**config.mk**
```make
export PLATFORM = sky130hd
export DESIGN_NAME = spi_reg_bank
export DESIGN_NICKNAME = d
export VERILOG_FILES = /design/src/rtl/spi_reg_bank.sv
export SDC_FILE = /design/constraint.sdc
export NUM_CORES = 1
export LEC_CHECK = 0
export ABC_AREA = 1
export BUFFER_PORTS_ARGS = -buffer_cell sky130_fd_sc_hd__buf_2
export CORE_MARGIN = 2
export CORE_UTILIZATION = 40
export CTS_BUF_LIST = sky130_fd_sc_hd__clkbuf_4 sky130_fd_sc_hd__clkbuf_8
export DETAILED_ROUTE_END_ITERATION = 10
export PLACE_DENSITY = 0.72
export SLEW_MARGIN = 15
export SYNTH_ARGS = -nofsm -noshare
export SYNTH_HDL_FRONTEND = slang
export SYNTH_SLANG_ARGS = --single-unit
```
**constraint.sdc**
```tcl
create_clock -name clk -period 1.75 [get_ports clk]
set_clock_uncertainty 0.2 [all_clocks]
set_input_delay 0.35 -clock clk [delete_from_list [all_inputs] [get_ports clk]]
set_output_delay 0.35 -clock clk [all_outputs]
set_load 0.05 [all_outputs]
```
**src/rtl/spi_reg_bank.sv**
```systemverilog
// spi_reg_bank -- SPI mode-0 peripheral exposing NUM_REGS registers of DATA_W bits.
// Frame, MSB first: R/W bit (1 = write), 7-bit address, then DATA_W data bits.
// A write commits on the ncs rising edge only when the frame has exactly the right length.
// Optional feature macro: SPI_READBACK_EN (read frames shift register data out on cipo).
module spi_reg_bank #(
  parameter int                NUM_REGS    = 5,
  parameter int                DATA_W      = 8,
  parameter int                SYNC_STAGES = 2,
  parameter logic [DATA_W-1:0] RESET_VAL   = '0
) (
  input  logic                       clk,
  input  logic                       rst,
  input  logic                       ncs,
  input  logic                       sclk,
  input  logic                       copi,
  output logic                       cipo,
  output logic                       cipo_oe,
  output logic [NUM_REGS*DATA_W-1:0] regs_flat,
  output logic [NUM_REGS-1:0]        wr_strobe,
  output logic                       frame_err
);

  localparam int FL    = 8 + DATA_W;
  localparam int CNT_W = $clog2(FL + 2);

  localparam logic [CNT_W-1:0] CNT_CMD    = CNT_W'(8);
  localparam logic [CNT_W-1:0] CNT_FL     = CNT_W'(FL);
  localparam logic [CNT_W-1:0] CNT_SAT    = CNT_W'(FL + 1);
  localparam logic [7:0]       NUM_REGS_8 = 8'(NUM_REGS);

  localparam logic [1:0] ST_IDLE = 2'd0;
  localparam logic [1:0] ST_CMD  = 2'd1;
  localparam logic [1:0] ST_DATA = 2'd2;
  localparam logic [1:0] ST_FULL = 2'd3;

  logic [SYNC_STAGES-1:0] ncs_sync_q, ncs_sync_d;
  logic [SYNC_STAGES-1:0] sclk_sync_q, sclk_sync_d;
  logic [SYNC_STAGES-1:0] copi_sync_q, copi_sync_d;
  logic                   ncs_prev_q, ncs_prev_d;
  logic                   sclk_prev_q, sclk_prev_d;
  logic                   armed_q, armed_d;
  logic [1:0]             state_q, state_d;
  logic [CNT_W-1:0]       cnt_q, cnt_d;
  logic [FL-1:0]          shift_in_q, shift_in_d;
  logic [DATA_W-1:0]      regs_q [NUM_REGS];
  logic [DATA_W-1:0]      regs_d [NUM_REGS];
  logic [NUM_REGS-1:0]    wr_strobe_q, wr_strobe_d;
  logic                   frame_err_q, frame_err_d;

  logic                   ncs_s, sclk_s, copi_s;
  logic                   ncs_rise, sclk_rise;
  logic                   frame_rw, frame_end, len_ok, wr_hit;
  logic [6:0]             frame_addr;
  logic [DATA_W-1:0]      frame_data;

  assign ncs_s  = ncs_sync_q[SYNC_STAGES-1];
  assign sclk_s = sclk_sync_q[SYNC_STAGES-1];
  assign copi_s = copi_sync_q[SYNC_STAGES-1];

  // ncs rising implies ncs_s high, so an sclk edge in the same cycle is dropped here
  assign ncs_rise  = ncs_s & ~ncs_prev_q;
  assign sclk_rise = sclk_s & ~sclk_prev_q & ~ncs_s;

  assign frame_rw   = shift_in_q[FL-1];
  assign frame_addr = shift_in_q[FL-2 -: 7];
  assign frame_data = shift_in_q[DATA_W-1:0];
  assign frame_end  = ncs_rise && (state_q != ST_IDLE);
  assign len_ok     = (cnt_q == CNT_FL);
  assign wr_hit     = frame_end && len_ok && frame_rw && ({1'b0, frame_addr} < NUM_REGS_8);

  // Synchroniser chains plus one history flop each for edge detection
  always_comb begin
    ncs_sync_d  = {ncs_sync_q[SYNC_STAGES-2:0], ncs};
    sclk_sync_d = {sclk_sync_q[SYNC_STAGES-2:0], sclk};
    copi_sync_d = {copi_sync_q[SYNC_STAGES-2:0], copi};
    ncs_prev_d  = ncs_s;
    sclk_prev_d = sclk_s;
    // A frame already running when reset drops is ignored until ncs is seen high
    armed_d     = armed_q | ncs_s;
  end

  // Frame FSM: bit counting and serial capture of the incoming frame
  always_comb begin
    state_d    = state_q;
    cnt_d      = cnt_q;
    shift_in_d = shift_in_q;
    if (ncs_rise) begin
      state_d = ST_IDLE;
    end else if (state_q == ST_IDLE) begin
      if (armed_q && !ncs_s) begin
        state_d = ST_CMD;
        cnt_d   = '0;
      end
    end else if (sclk_rise) begin
      shift_in_d = {shift_in_q[FL-2:0], copi_s};
      if (cnt_q != CNT_SAT) cnt_d = cnt_q + CNT_W'(1);
      if (cnt_d == CNT_CMD) state_d = ST_DATA;
      else if (cnt_d == CNT_FL) state_d = ST_FULL;
    end
  end

  // End-of-frame commit: load the addressed register, pulse its strobe or flag a bad length
  always_comb begin
    frame_err_d = frame_end && !len_ok;
    wr_strobe_d = '0;
    for (int i = 0; i < NUM_REGS; i++) begin
      regs_d[i] = regs_q[i];
      if (wr_hit && (frame_addr == 7'(i))) begin
        regs_d[i]      = frame_data;
        wr_strobe_d[i] = 1'b1;
      end
    end
  end

  // State registers; ncs chain resets low so the first observed high arms the block
  always_ff @(posedge clk) begin
    if (rst) begin
      ncs_sync_q  <= '0;
      sclk_sync_q <= '0;
      copi_sync_q <= '0;
      ncs_prev_q  <= 1'b0;
      sclk_prev_q <= 1'b0;
      armed_q     <= 1'b0;
      state_q     <= ST_IDLE;
      cnt_q       <= '0;
      shift_in_q  <= '0;
      wr_strobe_q <= '0;
      frame_err_q <= 1'b0;
      for (int i = 0; i < NUM_REGS; i++) regs_q[i] <= RESET_VAL;
    end else begin
      ncs_sync_q  <= ncs_sync_d;
      sclk_sync_q <= sclk_sync_d;
      copi_sync_q <= copi_sync_d;
      ncs_prev_q  <= ncs_prev_d;
      sclk_prev_q <= sclk_prev_d;
      armed_q     <= armed_d;
      state_q     <= state_d;
      cnt_q       <= cnt_d;
      shift_in_q  <= shift_in_d;
      wr_strobe_q <= wr_strobe_d;
      frame_err_q <= frame_err_d;
      regs_q      <= regs_d;
    end
  end

  generate
    for (genvar gi = 0; gi < NUM_REGS; gi++) begin : g_flat
      assign regs_flat[gi*DATA_W +: DATA_W] = regs_q[gi];
    end
  endgenerate

  assign wr_strobe = wr_strobe_q;
  assign frame_err = frame_err_q;

`ifdef SPI_READBACK_EN
  logic [DATA_W-1:0] shift_out_q, shift_out_d;
  logic [DATA_W-1:0] rd_data;
  logic              cipo_q, cipo_d;
  logic              sclk_fall;
  logic [7:0]        cmd_word;

  assign sclk_fall = ~sclk_s & sclk_prev_q & ~ncs_s;
  // Command byte as it will look once the 8th bit is shifted in
  assign cmd_word  = {shift_in_q[6:0], copi_s};

  // Load read data at the 8th rising edge; present one bit per data-phase falling edge
  always_comb begin
    rd_data     = '0;
    for (int i = 0; i < NUM_REGS; i++) begin
      if (cmd_word[6:0] == 7'(i)) rd_data = regs_q[i];
    end
    shift_out_d = shift_out_q;
    cipo_d      = cipo_q;
    if (ncs_s) begin
      cipo_d = 1'b0;
    end else if (sclk_rise && (state_q == ST_CMD) && (cnt_q == CNT_W'(7))) begin
      shift_out_d = cmd_word[7] ? '0 : rd_data;
    end else if (sclk_fall) begin
      if (state_q == ST_DATA) begin
        cipo_d      = shift_out_q[DATA_W-1];
        shift_out_d = shift_out_q << 1;
      end else begin
        cipo_d = 1'b0;
      end
    end
  end

  // Shift-out and cipo registers
  always_ff @(posedge clk) begin
    if (rst) begin
      shift_out_q <= '0;
      cipo_q      <= 1'b0;
    end else begin
      shift_out_q <= shift_out_d;
      cipo_q      <= cipo_d;
    end
  end

  assign cipo    = cipo_q;
  assign cipo_oe = armed_q & ~ncs_s;
`else
  assign cipo    = 1'b0;
  assign cipo_oe = 1'b0;
`endif

endmodule

```
## After elaboration in Yosys (flattened, before gate mapping)

Index checks and enable logic that the tools add are counted.

- $add $sub $neg: 1
- Multiply operators: 0
- Divide/modulo/power cells: 0
- $lt $le $gt $ge: 1
- Eq/ne operators: 9
- Shift-type cells: 0
- Multiplexer cells: 17
- Bitwise operators: 9
- Reductions and logical operators: 22

Operators by type and width:

| cell | number |
|---|---|
| $mux W5 | 7 |
| $eq A7 B2 Y1 const B | 2 |
| $logic_and A1 B1 Y1 | 11 |
| $eq A5 B5 Y1 const B | 2 |
| $mux W2 | 5 |
| $reduce_and A3 Y1 | 3 |
| $eq A7 B1 Y1 const B | 1 |
| $eq A7 B3 Y1 const B | 1 |
| $logic_not A7 Y1 | 1 |
| $lt A7 B3 Y1 const B | 1 |
| $add A5 B1 Y5 const B | 1 |
| $eq A5 B4 Y1 const B | 1 |
| $mux W1 | 5 |
| $ne A5 B5 Y1 const B | 1 |
| $not A1 Y1 | 5 |
| $reduce_bool A2 Y1 | 2 |
| $and A1 B1 Y1 | 3 |
| $reduce_bool A3 Y1 | 1 |
| $logic_not A1 Y1 | 2 |
| $logic_not A2 Y1 | 1 |
| $ne A2 B1 Y1 const B | 1 |
| $reduce_or A2 Y1 | 1 |
| $or A1 B1 Y1 | 1 |

- Flip-flop bits (word level): 78
- Bits in latches: 0
- RAM bits: 0
- ROM bits: 0
- Input bits: 5
- Output and inout bits: 48
- Logic and storage cells: 75
- Memories: 0

## Depth between registers and ports, before layout

Gate-level depths: netlist of run 1.

- Word-level depth: 11
- Mapped depth: 11
- Gate-level depth less buffers: 10

## Worst setup path after synthesis of run 1

OpenSTA, ideal clock, no wires.

- Path type: flip-flop to flip-flop
- From: reg cnt_q[0]
- To: reg regs_q (netlist bit regs_flat[15])
- Arrival time: 1.472 ns
- Setup slack: -0.038 ns
- Stages on the path, launching flop included: 11
- Clock period less this slack: 1.788 ns
- Cells stage by stage: dfxtp_1 > inv_1 > ha_1 > nand3_1 > inv_2 > nand3_1 > nor3_4 > nand2_1 > buf_6 > o21ai_0 > nor2_1

- Longest elaborated chain between the ends: 5

Ends and longest elaborated chain:

| element | line | source |
|---|---|---|
| start: declaration | 43 | `logic [CNT_W-1:0] cnt_q, cnt_d;` |
| start signal: assignment | 138 | `cnt_q <= cnt_d;` |
| $eq A5 B5 Y1 | 68 | `assign len_ok = (cnt_q == CNT_FL);` |
| $logic_and A1 B1 Y1 (3 in a row) | 69 | `assign wr_hit = frame_end && len_ok && frame_rw && ({1'b0, frame_addr} < NUM_REGS_8);` |
| $logic_and A1 B1 Y1 | 108 | `if (wr_hit && (frame_addr == 7'(i))) begin` |
| end signal: assignment | 142 | `regs_q <= regs_d;` |
| end: declaration | 45 | `logic [DATA_W-1:0] regs_q [NUM_REGS];` |

Every way passes these cells.
A chain may end at the register's enable or synchronous reset.

## Worst setup path after layout of run 1

- From: reg shift_in_q[12]
- To: reg regs_q (netlist bit regs_flat[38])

- Longest elaborated chain between the ends: 3
- Elaborated cells on any way between the ends: 4

Ends and longest elaborated chain:

| element | line | source |
|---|---|---|
| start: declaration | 44 | `logic [FL-1:0] shift_in_q, shift_in_d;` |
| start signal: assignment | 139 | `shift_in_q <= shift_in_d;` |
| $lt A7 B3 Y1 | 69 |  |
| $logic_and A1 B1 Y1 | 69 |  |
| $logic_and A1 B1 Y1 (*) | 108 |  |

Every way passes the cells marked *; elsewhere a longest branch is shown, timed or not.

==> results of run 1 <==
==> timing repair <==
item,in CTS,in global routing
hold buffers,3,0
setup buffers,3,3
endpoints found under the setup margin,46,46
gates cloned,5,0
gates resized for setup,93,61
pin swaps,10,17
endpoints found under the hold margin,3,0
==> state kept, by name, summed over array words and instances, names as in the netlist, 2 cells and up <==
register,count
wr_strobe,5
regs_flat,40
ncs_sync_q,2
state_q,2
shift_in_q,16
cnt_q,5
copi_sync_q,2
sclk_sync_q,2
==> layer usage <==
metal	vias to the layer above	track usage, %	routed length, µm
li1	1550	-	-
met1	1355	21.3	3290
met2	67	29.0	3910
met3	14	4.25	361
met4	0	5.56	141
met5	-	0	0
==> cells by family (layout without fill, tap and decap cells) <==
group                      count (synthesis)  count (layout)  synth area share, %
and+or+nand+nor                          183             183                 22.9
other                                      1               2                0.115
AOI/OAI and AO/OA                         71              71                 11.1
xor gates and xnor gates                   1               1                0.269
adders and majority gates                  4               4                 1.54
DFF                                       78              78                 48.0
buffers and inverters                    126             211                 16.1
==> cell type report <==
class                   count  area (µm²)  area share, %
clock buffers              10         138           3.11
clock inverters             5        58.8           1.33
inverters                 107         402           9.07
multi-input cells         261        1510           34.1
flip-flops and latches     78        1570           35.4
well taps                 102         128           2.88
repair buffers             89         627           14.1
==> worst max-delay path, stage by stage (launching register included) <==
cell and delay (ns):
dfxtp_4 0.36, nor3_4 0.22, nand3_2 0.14, nor3_4 0.22, buf_6 0.16, nand2_4 0.06
buf_6 0.14, o21ai_2 0.11, nor2_1 0.06
==> worst paths after layout <==
check	from	to	slack [ns]
hold / removal	sclk_sync_q[0]	sclk_sync_q[1]	0.20
setup / recovery	shift_in_q[12]	regs_flat[38]	-0.03
hold reg to reg	sclk_sync_q[0]	sclk_sync_q[1]	0.20
setup reg to reg	shift_in_q[12]	regs_flat[38]	-0.03
==> placed cells by master, fill, tap and decap left out, types with 2 or more instances in the layout <==
cell	instances
a21oi_1	13
buf_2	50
buf_4	22
buf_6	9
buf_8	4
clkbuf_8	10
clkinvlp_4	2
conb_1	2
dfxtp_1	74
dfxtp_2	3
dlygate4sd3_1	3
ha_1	2
ha_4	2
inv_1	101
inv_2	6
nand2_1	54
nand2_2	8
nand2_4	5
nand3_1	8
nand3_2	4
nand4_1	4
nor2_1	81
nor2_2	5
nor2_4	2
nor3_4	4
nor4_1	2
nor4_4	2
o21ai_0	16
o21ai_1	8
o21ai_2	32
==> metrics by stage <==
stage	setup WS, ns	setup TNS (ns)	cell area (µm²)	util, %
floorplan	-0.0382	-1.53	3260	-
global placement	-0.139	-4.38	3710	47.5
detailed placement	-0.178	-5.67	3710	47.5
CTS	-0.0526	-1.43	4170	53.4
global route	-0.115	-3.77	4430	56.7
finish	-0.0332	-0.515	4430	56.7
==> power groups by stage <==
stage	clock network (mW)	logic [mW]	registers, mW
finish	1.35	0.194	1.81
global placement	0	0.138	1.84
CTS	1.37	0.169	1.81
global route	1.44	0.214	1.81
detailed placement	0	0.142	1.84
floorplan	0	0.0975	1.84
==> impl_metrics.yaml, run 1 <==
grt:
  grt_first_pass_wirelength_um: 12000
  grt_overflow_total: 0
  grt_pass1_vias: 2700
  grt_max_degree: 58
  grt_usage_pct: 17.2
  antenna_found_initial: 0
power_and_ir_drop:
  power.leakage_nw: 2.16
  p_per_area_nw_per_um2: 756
  clkPwrFrac_pct: 40.3
  pwr-share-seq_pct: 53.9
  peakVddDrop_uv: 480
  power.total_mw: 3.35
  power.switching_mw: 0.787
  swShare_pct: 23.5
  comb_power_share_pct: 5.8
  p_int_mw: 2.56
floorplan:
  die_w_um: 94.2
  die_h_um: 94.2
  core_area_um2: 7810
  dieArea_um2: 8870
  io_pins: 53
  rows: 32
  start_util_pct: 41.7
synthesis:
  async_reset_ff_share_pct: 0
  netlist_area_um2: 3250
  ys_seq_area_share_pct: 48.0
  synth.area.top_cells: "dfxtp_1 48%, inv_1 12%, nor2_1 10%"
  synth.distinct_cells: 21
  synth_common_cells: "106 x inv_1, 88 x nor2_1, 78 x dfxtp_1, 67 x nand2_1, 56 x o21ai_0"
  synth_ff_type: "dfxtp_1"
  yosysMostFrequentCell: "inv_1"
  synth_area_leader_cell: "dfxtp_1"
  ys_ff_latch: 78
  syn_inst: 464
  synth_edf_count: 0
  avgSynthCellArea_um2: 7.01
  synth_top_area_share_pct: 48.0
  synth.yosys.warnings: 0
worst_setup_path:
  startpoint_type: "flip-flop"
  cp_data_required_time_ns: 1.79
  endpoint_kind: "flip-flop"
  ff2ff_path_depth: 8
  crit_type: "flip-flop to flip-flop"
  arrival_ns: 1.82
  cp_max_fo: 8
clock_network:
  numCtsBuffers: 9
  htreeDepth: 3
  clock-sinks: 78
  clock_latency_ns: 0.35
  clk_pin_slew_ns: 0.08
  cts-root-buf: "clkbuf_8"
  cts_tree: "built"
  ctsLongestPathBuffers: 2
sta:
  rsz0062_at_grt: "true"
  setup_viol: 33
  slew_violations: 0
  fmax_mhz: 561
  timing.final.ws_setup_ns: -0.0332
  fin_crit_sh_pct: 102
  hold_violations: 0
  timing.hold.ws_ns: 0.203
  layout_min_cycle_time_ns: 1.78
run_status:
  failed_checks: "negative setup slack"
  status: "finished, violations left"
detailed_routing:
  drc: 0
  routed_wl_um: 7700
  dr.first_iter.drc_count: 131
  via_per_inst: 4.58
  vias: 2986
  ant_nets: 0
  wl_per_cell_um: 11.8
  firstDrtPassIters: 4
layout:
  layout-drive-gt1-share_pct: 32.4
  final_cells: 652
  nets: 555
  antenna_cells: 0
  syn_to_final_growth_pct: 36.1
  n_fill_cell: 701
min_path:
  hold_path_depth: 2
  hold_class: "flip-flop to flip-flop"
placement:
  place_inst: 623
  gp_congestion: 0.830
  dpl.hpwl_um: 4550
  portBuffers: 50
run:
  cap_viol_max_count: 0
Power figures use the tool's default switching activity.
==> run 2: changes to the inputs <==
- PLACE_DENSITY: 0.72 -> 0.69
==> run 2 against run 1 <==
  * The flow still finishes with violations (negative setup slack)
  * Largest power group unchanged
  * Count of clock-buffer cells in the layout stayed put
  * Critical endpoint is now regs_flat[27]
  * Critical path depth is 2 higher
  * Fmax is 0.35% higher
  * Non-clock buffer count is 4 lower
  * Core utilization is 2.2 points lower
  * Highest routed layer unchanged
==> impl_metrics.yaml, run 2 (synthesis gave the netlist of run 1 again) <==
layout:
  antenna_cells: 0
  regArea_um2: 1570
  n_fill_cell: 733
  multi_input_area_um2: 1380
  mostFrequentLayoutCell: "inv_1"
  final_cell_mix: "104 x inv_1, 80 x nor2_1, 74 x dfxtp_1"
  layout-drive-gt1-share_pct: 28.0
  nets: 551
  largest_reg_flops: 40
  syn_to_final_growth_pct: 30.9
detailed_routing:
  ant_nets: 0
  firstDrtPassIters: 4
  vias: 2907
  wl_per_cell_um: 11.2
  drc: 0
  dr.first_iter.drc_count: 84
  routed_wl_um: 7260
  via_per_inst: 4.48
grt:
  grt_pass1_vias: 2606
  grt_max_degree: 27
  grt_first_pass_wirelength_um: 11600
  antenna_found_initial: 0
  grt_usage_pct: 16.9
  grt_overflow_total: 0
worst_setup_path:
  crit_type: "flip-flop to flip-flop"
  endpoint_kind: "flip-flop"
  arrival_ns: 1.84
  cp_data_required_time_ns: 1.81
  cp_max_fo: 8
  startpoint_type: "flip-flop"
  crit_start: "cnt_q[0]"
  timing.rr.start: "cnt_q[0]"
clock_network:
  clk_pin_slew_ns: 0.09
  clock-sinks: 78
  cts-root-buf: "clkbuf_8"
  numCtsBuffers: 9
  cts_tree: "built"
  clock_latency_ns: 0.36
  ctsLongestPathBuffers: 2
  htreeDepth: 3
sta:
  setup_viol: 18
  fin_crit_sh_pct: 102
  timing.hold.ws_ns: 0.205
  layout_min_cycle_time_ns: 1.78
  timing.final.ws_setup_ns: -0.0271
  fin_setup_tns_ns: -0.203
  slew_violations: 0
  rsz0062_at_grt: "true"
  hold_violations: 0
  fmax_mhz: 563
min_path:
  hold_class: "flip-flop to flip-flop"
  hp-start: "ncs_sync_q[0]"
run_status:
  failed_checks: "negative setup slack"
  status: "finished, violations left"
floorplan:
  core_area_um2: 7810
  die_h_um: 94.2
  start_util_pct: 41.7
  rows: 32
  die_w_um: 94.2
  dieArea_um2: 8870
  io_pins: 53
power_and_ir_drop:
  comb_power_share_pct: 5.6
  peakVddDrop_uv: 498
  swShare_pct: 23.9
  power.switching_mw: 0.803
  p_int_mw: 2.56
  clkPwrFrac_pct: 40.6
  power.leakage_nw: 2.06
  p_per_area_nw_per_um2: 788
  pwr-share-seq_pct: 53.8
placement:
  gp_congestion: 0.826
  dpl.hpwl_um: 4580
  portBuffers: 50
run:
  cap_viol_max_count: 0
[run 2: final timing paths]
check,to,slack (ns),cells after the start
worst min register to register,ncs_sync_q[1],0.20,2
worst max register to register,regs_flat[27],-0.03,10
worst min-delay path,ncs_sync_q[1],0.20,2
worst max-delay path,regs_flat[27],-0.03,10
[run 2: stage by stage]
stage / setup slack (ns) / cell area [µm²] / cells / util [%] / power (mW)
final: -0.0271 / 4260 / 649 / 54.6 / 3.36
after global routing: -0.122 / 4260 / 649 / 54.6 / 3.50
after CTS: -0.0313 / 4130 / 650 / 52.9 / 3.39
after detailed placement: -0.0788 / 3730 / 624 / 47.8 / 1.99
after global placement: -0.0442 / 3730 / 624 / 47.8 / 1.99
after floorplan: -0.0382 / 3260 / 465 / - / 1.94
[run 2: what timing repair did]
item,CTS,global route
setup endpoints to repair,44,46
gates resized for setup,64,49
gates cloned,3,0
hold buffers,3,0
hold endpoints to repair,3,0
setup buffers,4,0
pin swaps,9,11
[run 2: worst max-delay path, cell delays in order, from the launching register on]
cell,delay [ns]
dfxtp_2,0.33
inv_2,0.07
ha_4,0.13
nand3_2,0.08
inv_2,0.09
nand3_4,0.07
nor3_4,0.23
nand2_2,0.15
buf_6,0.17
o21ai_1,0.12
nor2_1,0.05
[run 2: final cells by class]
| cell class | count | share of cell area [%] |
|---|---|---|
| timing repair buffer | 85 | 13.6 |
| inverter | 107 | 9.43 |
| clock inverter | 6 | 1.62 |
| sequential | 78 | 36.8 |
| tap | 102 | 3.00 |
| clock buffer | 10 | 3.08 |
| multi-input combinational | 261 | 32.5 |
[run 2: power groups by stage]
stage	registers, mW	clock network, mW	logic, mW
2_1_floorplan	1.84	0	0.0975
3_3_place_gp	1.84	0	0.146
3_5_place_dp	1.85	0	0.149
4_1_cts	1.81	1.41	0.170
5_1_grt	1.81	1.49	0.207
6_report	1.81	1.36	0.186
[run 2: per-layer routing]
layer / vias to the layer above / share of wire, % / GRT usage (%)
li1: 1546 / - / -
met1: 1288 / 44 / 19.9
met2: 64 / 50 / 29.0
met3: 9 / 5.0 / 5.78
met4: 0 / 1.1 / 5.31
met5: - / 0 / 0
==> run 3: changes to the inputs <==
--- a/config.mk
+++ b/config.mk
@@ -18 +18,2 @@
 export SYNTH_SLANG_ARGS = --single-unit
+export TNS_END_PERCENT = 5
--- a/constraint.sdc
+++ b/constraint.sdc
@@ -4,2 +4,2 @@
 set_output_delay 0.35 -clock clk [all_outputs]
-set_load 0.05 [all_outputs]
+set_load 0.01 [all_outputs]
==> run 3 against run 2 <==
  * The run still ends with negative setup slack left
  * Power about the same
  * Non-clock buffer count rose by 1
  * Cell area fell by 0.70%
  * Critical path type unchanged
  * Largest power group unchanged
  * Highest routed layer unchanged
==> impl_metrics.yaml, run 3 (synthesis gave the netlist of run 1 again) <==
layout:
  largest_reg_flops: 40
  mostFrequentLayoutCell: "inv_1"
  nets: 552
  layout-drive-gt1-share_pct: 26.8
  regArea_um2: 1560
  syn_to_final_growth_pct: 30.0
  antenna_cells: 0
  final_cells: 650
  post-route-util_pct: 54.2
  fin_area_um2: 4230
  final_cell_mix: "105 x inv_1, 83 x nor2_1, 76 x dfxtp_1"
  n_fill_cell: 742
  multi_input_area_um2: 1350
floorplan:
  die_h_um: 94.2
  dieArea_um2: 8870
  io_pins: 53
  core_area_um2: 7810
  die_w_um: 94.2
  start_util_pct: 41.7
  rows: 32
sta:
  hold_violations: 0
  fin_setup_tns_ns: -0.672
  fin_crit_sh_pct: 102
  timing.hold.ws_ns: 0.205
  layout_min_cycle_time_ns: 1.79
  setup_viol: 30
  timing.final.ws_setup_ns: -0.0433
  rsz0062_at_grt: "true"
  slew_violations: 0
  fmax_mhz: 558
detailed_routing:
  dr.first_iter.drc_count: 117
  via_per_inst: 4.47
  vias: 2906
  ant_nets: 0
  routed_wl_um: 7150
  drc: 0
  wl_per_cell_um: 11.0
  firstDrtPassIters: 4
worst_setup_path:
  arrival_ns: 1.85
  critPathSlowestCell: "dfxtp_2"
  cp_num_buf_inv: 3
  cp_max_fo: 8
  startpoint_type: "flip-flop"
  crit_type: "flip-flop to flip-flop"
  cp_slowest_stage_delay_ns: 0.33
  endpoint_kind: "flip-flop"
  critPathTopFamily: "simple AND/OR/NAND/NOR gates"
  timing.rr.start: "cnt_q[0]"
  crit_start: "cnt_q[0]"
  cp_data_required_time_ns: 1.80
  path_cells: "inv_1 > ha_4 > nand3_2 > inv_2 > nand3_4 > nor3_4 > nand2_2 > buf_6 > o21ai_2 > nor2_1"
clock_network:
  cts-root-buf: "clkbuf_8"
  cts_tree: "built"
  clock_latency_ns: 0.36
  ctsLongestPathBuffers: 2
  clk_pin_slew_ns: 0.08
  htreeDepth: 3
  clock-sinks: 78
  numCtsBuffers: 9
grt:
  grt_max_degree: 27
  antenna_found_initial: 0
  grt_usage_pct: 16.9
  grt_pass1_vias: 2608
  grt_first_pass_wirelength_um: 11600
  grt_overflow_total: 0
run_status:
  failed_checks: "negative setup slack"
  status: "finished, violations left"
placement:
  portBuffers: 50
  place_inst: 624
  dp_slack_ns: -0.0788
  gp_congestion: 0.826
  dpl.hpwl_um: 4580
  placed_cell_area_um2: 3730
power_and_ir_drop:
  peakVddDrop_uv: 464
  power.total_mw: 3.36
  power.leakage_nw: 2.05
  p_per_area_nw_per_um2: 793
run:
  cap_viol_max_count: 0
min_path:
  hp-start: "copi_sync_q[0]"
  hold_class: "flip-flop to flip-flop"
==> run 3: cell types whose count changed in the layout (fill, tap and decap cells not counted), moves of 2 or more <==
cell / before / now
dfxtp_1: 74 / 76
dfxtp_2: 4 / 2
nor2_1: 80 / 83
nor2_4: 2 / 0
==> run 3: layer usage <==
layer / track usage (%) / wire length, µm / part of all wire, % / vias up
met5: 0 / 0 / 0 / -
met4: 5.43 / 71 / 0.99 / 0
met3: 5.78 / 406 / 5.7 / 8
met2: 29.0 / 3500 / 49 / 57
met1: 19.8 / 3170 / 44 / 1291
li1: - / - / - / 1550
==> run 3: report_power, final <==
group          switching [mW]  internal [mW]  total, mW
Combinational          0.0982         0.0779      0.176
Clock                   0.688          0.685       1.37
Sequential             0.0144           1.79       1.81
Total                   0.801           2.55       3.36
==> run 3: layout make-up <==
class,instances,share of cell area [%]
sequential,78,37.0
timing repair buffer,86,13.9
tap,102,3.02
multi-input combinational,261,31.9
clock inverter,6,1.63
inverter,107,9.50
clock buffer,10,3.11
==> run 3: worst paths after layout <==
check / end / slack, ns / depth (start not counted)
setup / recovery: regs_flat[24] / -0.04 / 10
hold / removal: copi_sync_q[1] / 0.20 / 2
setup reg to reg: regs_flat[24] / -0.04 / 10
hold reg to reg: copi_sync_q[1] / 0.20 / 2
==> run 3: repair_timing <==
item,CTS,global route
setup endpoints to repair,44,45
pin swaps,7,10
buffers inserted,4,0
cloned,3,0
resized for setup,60,42
hold buffers,3,0
hold endpoints to repair,3,0
==> run 3: worst reg2reg max path, stage by stage (launching register included) <==
cell,delay [ns]
dfxtp_2,0.33
inv_1,0.08
ha_4,0.13
nand3_2,0.08
inv_2,0.09
nand3_4,0.07
nor3_4,0.24
nand2_2,0.15
buf_6,0.17
o21ai_2,0.10
nor2_1,0.06
